## config.mk

```make
export PLATFORM = sky130hd
export DESIGN_NAME = sipo_deser
export DESIGN_NICKNAME = d
export VERILOG_FILES = /design/src/rtl/sipo_deser_pkg.sv /design/src/rtl/sipo_deser_dff_r_en.sv /design/src/rtl/sipo_deser.sv
export SDC_FILE = /design/constraint.sdc
export NUM_CORES = 1
export LEC_CHECK = 0
export BUFFER_PORTS_ARGS = -buffer_cell sky130_fd_sc_hd__buf_2
export CORE_MARGIN = 8
export CORE_UTILIZATION = 40
export DETAILED_ROUTE_END_ITERATION = 10
export GPL_TIMING_DRIVEN = 0
export PLACE_DENSITY = 0.62
export SETUP_SLACK_MARGIN = 0.02
export SLEW_MARGIN = 20
export SYNTH_ARGS = -nofsm -noshare
export SYNTH_HDL_FRONTEND = slang
export SYNTH_SLANG_ARGS = --single-unit
```

## constraint.sdc

```tcl
create_clock -name clk -period 2.36 [get_ports clk]
set_input_delay 0.472 -clock clk [delete_from_list [all_inputs] [get_ports clk]]
set_output_delay 0.472 -clock clk [all_outputs]
set_load 0.05 [all_outputs]
```

## src/rtl/sipo_deser_pkg.sv

```systemverilog
// sipo_deser_pkg: shared default word length and FSM state encodings for sipo_deser
package sipo_deser_pkg;
    localparam int SIPO_WIDTH = 8;
    typedef enum logic {
        ST_IDLE    = 1'b0,
        ST_COLLECT = 1'b1
    } state_t;
endpackage

```

## src/rtl/sipo_deser_dff_r_en.sv

```systemverilog
// dff_r_en: W-bit register with async active-high reset and load enable
//   clk, reset : clock and async reset (clears q)
//   en         : load d into q on the rising edge
//   d, q       : data in / registered data out
module dff_r_en #(
    parameter int W = 8
) (
    input  logic         clk,
    input  logic         reset,
    input  logic         en,
    input  logic [W-1:0] d,
    output logic [W-1:0] q
);
    always_ff @(posedge clk or posedge reset) begin
        if (reset) q <= '0;
        else if (en) q <= d;
    end
endmodule

```

## src/rtl/sipo_deser.sv

```systemverilog
// sipo_deser: serial-in parallel-out deserializer with held output word and valid strobe
//   clk, reset : clock and async active-high reset
//   en, clr    : sample enable; sync clear of the word in progress (clr wins)
//   d          : serial data bit
//   q, valid   : last completed word; one-cycle strobe after completion
//   bit_cnt    : bits collected in the current word
//   busy       : a partial word is held
module sipo_deser
    import sipo_deser_pkg::*;
#(
    parameter int WIDTH     = SIPO_WIDTH,
    parameter bit MSB_FIRST = 1'b1,
    localparam int CW       = $clog2(WIDTH)
) (
    input  logic             clk,
    input  logic             reset,
    input  logic             en,
    input  logic             clr,
    input  logic             d,
    output logic [WIDTH-1:0] q,
    output logic             valid,
    output logic [CW-1:0]    bit_cnt,
    output logic             busy
);
    logic [WIDTH-1:0] sr_q, sr_d, shifted;
    logic [CW-1:0]    cnt_q, cnt_d;
    logic             valid_q, valid_d, done;
    state_t           state;

    // the FSM state is fully implied by the bit counter
    assign state   = (cnt_q == '0) ? ST_IDLE : ST_COLLECT;
    assign shifted = MSB_FIRST ? {sr_q[WIDTH-2:0], d} : {d, sr_q[WIDTH-1:1]};
    assign done    = en && !clr && (cnt_q == CW'(WIDTH - 1));

    always_comb begin
        sr_d    = sr_q;
        cnt_d   = cnt_q;
        valid_d = 1'b0;
        if (clr) begin
            sr_d  = '0;
            cnt_d = '0;
        end else if (en) begin
            sr_d    = done ? '0 : shifted;
            cnt_d   = done ? '0 : cnt_q + 1'b1;
            valid_d = done;
        end
    end

    always_ff @(posedge clk or posedge reset) begin
        if (reset) begin
            sr_q    <= '0;
            cnt_q   <= '0;
            valid_q <= 1'b0;
        end else begin
            sr_q    <= sr_d;
            cnt_q   <= cnt_d;
            valid_q <= valid_d;
        end
    end

    // holding register loads the fully shifted word, including the final bit
    dff_r_en #(.W(WIDTH)) u_hold (
        .clk   (clk),
        .reset (reset),
        .en    (done),
        .d     (shifted),
        .q     (q)
    );

    assign valid   = valid_q;
    assign bit_cnt = cnt_q;
    assign busy    = (state == ST_COLLECT);
endmodule

```

==> summary.md <==
| Metric | Value |
|---|---|
| Fin Clk Skew | between 0.005 and 0.006 ns |
| Final hold violations | 0 |
| Largest net degree at the start of global routing | 20 |
| Static Leak | approximately 0.52 nW |
| Post-CTS setup buffer count | 0 |
| Setup total negative slack | 0 ns |
| WP buf/inv | 2 |
| Register area share after synthesis | 0.571 |
| WL final | 1.45 mm |
| Synth Register Bits | 19 |
| TritonCTS clock tree | built |
| FP Rows | 16 |
| Die ar. | 3800 µm² |
| WS Path Type | reg -> out |
| Clk root buf | clkbuf_4 |
| Peak VDD IR | 258 µV |
| Nets | between 90 and 100 |
| Total power | between 500 and 600 µW |
| # DRC | 0 |
| Layout area overhead | 17.4% |
| Detail Placement HPWL | roughly 1.0 mm |
| Slowest stage delay, CP | 0.41 ns |
| Global-route usage over all layers | 0.0947 |
| Hold Crit Class | in -> async |
| Fill cells | 203 |
| Wire length per cell | 12.5 µm |
| Initial DRC count | 10 |
| Fin crit share | 0.734 |
| Minimum clock period | about 1.7 ns |
| RD Place Congestion | 0.705 |
| Most frequent cells in the layout | buf_2, dfrtp_1, nand2b_1 |
| Hold Buf Count CTS | 0 |
| Top delay family on crit path | flip-flops |
| R2R cell count | 4 |
| Highest Clock Rate | slightly below 600 MHz |
| Measured slew at the worst slew-check pin | between 0.7 and 0.8 ns |
| Final slew viol count | 0 |
| Top-area cell type share of the netlist area | 0.571 |
| # port buffers | 17 |
| Clk_lat worst skew | 0.29 ns |
| RSZ-0062 raised after global routing | false |
| Via density | between 4 and 5 |
| Worst EP arrival | roughly 1.3 ns |
| Worst path slowest cell | dfrtp_1 |
| Crit. path cell count | 4 |
| Slew HR | 0.529 |
| Initial Utilization | 0.425 |
| Routed Antenna Nets | 0 |
| Initial antenna violation count | 0 |
| CP Launch Type | register |
| Crit path max fanout | 5 |
| Share of post-route cells with drive strength above 1 | 0.348 |
| Power per cell area | ~560 nW/µm² |
| Die height | approximately 62 µm |
| Via count | about 550 |
| Unique masters post-synth | 13 |
| Critical Path End Type | output pin |
| Mean post-synth cell area | roughly 12 µm² |
| Synth Net Count | 76 |
| Max-Cap Viols | 0 |
| Width of the die | slightly above 60 µm |
| First-pass GRT wire length | between 2 and 3 mm |
| Yosys warns | 0 |
| Status | complete, no violations |
| Total gr overflow | 0 |
| Number of global-route vias before repair | slightly below 600 |
| Core area | 1960 µm² |
| CTS clk-pin slew, worst paths | 0.10 ns |
| Worst EP required | roughly 1.9 ns |
| H-tree levels | 1 |
| Syn Inst Count | 68 |
| # clock sinks | 19 |
| Drt first pass iters | 4 |
| IO Count | 18 |
| Setup Viol. Count Final | 0 |
| CTS Buffer Depth | 2 |
| Top cell type by total area after synthesis | dfrtp_1 |
| Top post-synthesis cells by area | dfrtp_1, mux2_2, nand2b_1 |
| Crit-path cells | inv_1 > ha_1 > nand2b_1 > buf_2 |
| Mapped cell area | about 830 µm² |
| Cts bufs inserted | 3 |
| Number of diodes | 0 |
| Post-CTS Resized | 0 |
-- metrics by stage --
step / util / instance area (µm²) / hold slack [ns] / cells / setup slack, ns
finish: 0.499 / 978 / 0.280 / 116 / 0.628
global route: 0.499 / 978 / 0.322 / 116 / 0.492
CTS: 0.499 / 978 / 0.297 / 116 / 0.598
detailed placement: 0.485 / 952 / 0.487 / 112 / 0.674
global placement: 0.485 / 952 / 0.482 / 112 / 0.676
floorplan: - / 833 / 0.423 / 68 / 0.578
-- worst reg2reg max path: cells and delay by family, from the launching register on --
kind / cells / cell delay (ns)
and+or+nand+nor: 1 / 0.27
DFF: 1 / 0.43
muxes: 1 / 0.37
adders and majority gates: 2 / 0.50
-- path summary, 6_finish.rpt --
kind / from / end / slack (ns)
setup / recovery: bit_cnt[0]$_DFFE_PP0P_ / busy / 0.63
hold / removal: reset / u_hold.q[6]$_DFFE_PP0P_ / 0.28
setup reg to reg: bit_cnt[0]$_DFFE_PP0P_ / u_hold.q[7]$_DFFE_PP0P_ / 0.69
hold reg to reg: u_hold.q[3]$_DFFE_PP0P_ / u_hold.q[3]$_DFFE_PP0P_ / 0.51
max in group asynchronous: reset / sr_q[3]$_DFFE_PP0P_ / 1.63
min in group clk: d / u_hold.q[0]$_DFFE_PP0P_ / 0.42
-- state kept, by name, summed over array words and instances (netlist names) --
register,flops
u_hold.q,8
sr_q,7
bit_cnt,3
valid,1
-- area by class of cell --
| class | instances | area, µm² | share of cell area |
|---|---|---|---|
| Sequential cell | 19 | 475 | 0.486 |
| Multi-Input combinational cell | 42 | 329 | 0.336 |
| Timing Repair Buffer | 17 | 85.1 | 0.0870 |
| Tap cell | 27 | 33.8 | 0.0345 |
| Clock buffer | 4 | 26.3 | 0.0269 |
| Inverter | 4 | 15.0 | 0.0153 |
| Buffer | 3 | 13.8 | 0.0141 |
-- routing by layer --
| metal | part of all wire | track usage |
|---|---|---|
| met5 | 0 | 0 |
| met4 | 0.0062 | 0.0584 |
| met3 | 0.058 | 0.0334 |
| met2 | 0.48 | 0.140 |
| met1 | 0.45 | 0.114 |
-- cell families after synthesis --
kind of cell             Yosys count  synth area share
AO/OA/AOI/OAI                      9            0.0541
flip-flops                        19             0.571
multiplexers                       9             0.120
AND/OR/NAND/NOR                   21             0.176
adder cells (fa/ha/maj)            3            0.0450
buffers and inverters              7            0.0345
-- cells in the mapped netlist --
cell type	n
dfrtp_1	19
nand2b_1	10
a21oi_1	9
inv_1	4
mux2_2	8
nand3b_2	1
buf_2	2
clkbuf_1	1
mux2i_1	1
nor2_1	1
nand3b_1	8
ha_1	3
or3b_1	1
-- power by group --
group	internal, mW	total (mW)	switching [mW]
Clock	0.0656	0.157	0.0915
Sequential	0.330	0.334	0.00425
Combinational	0.0166	0.0558	0.0393
Total	0.412	0.547	0.135
Power figures use the tool's default switching activity.
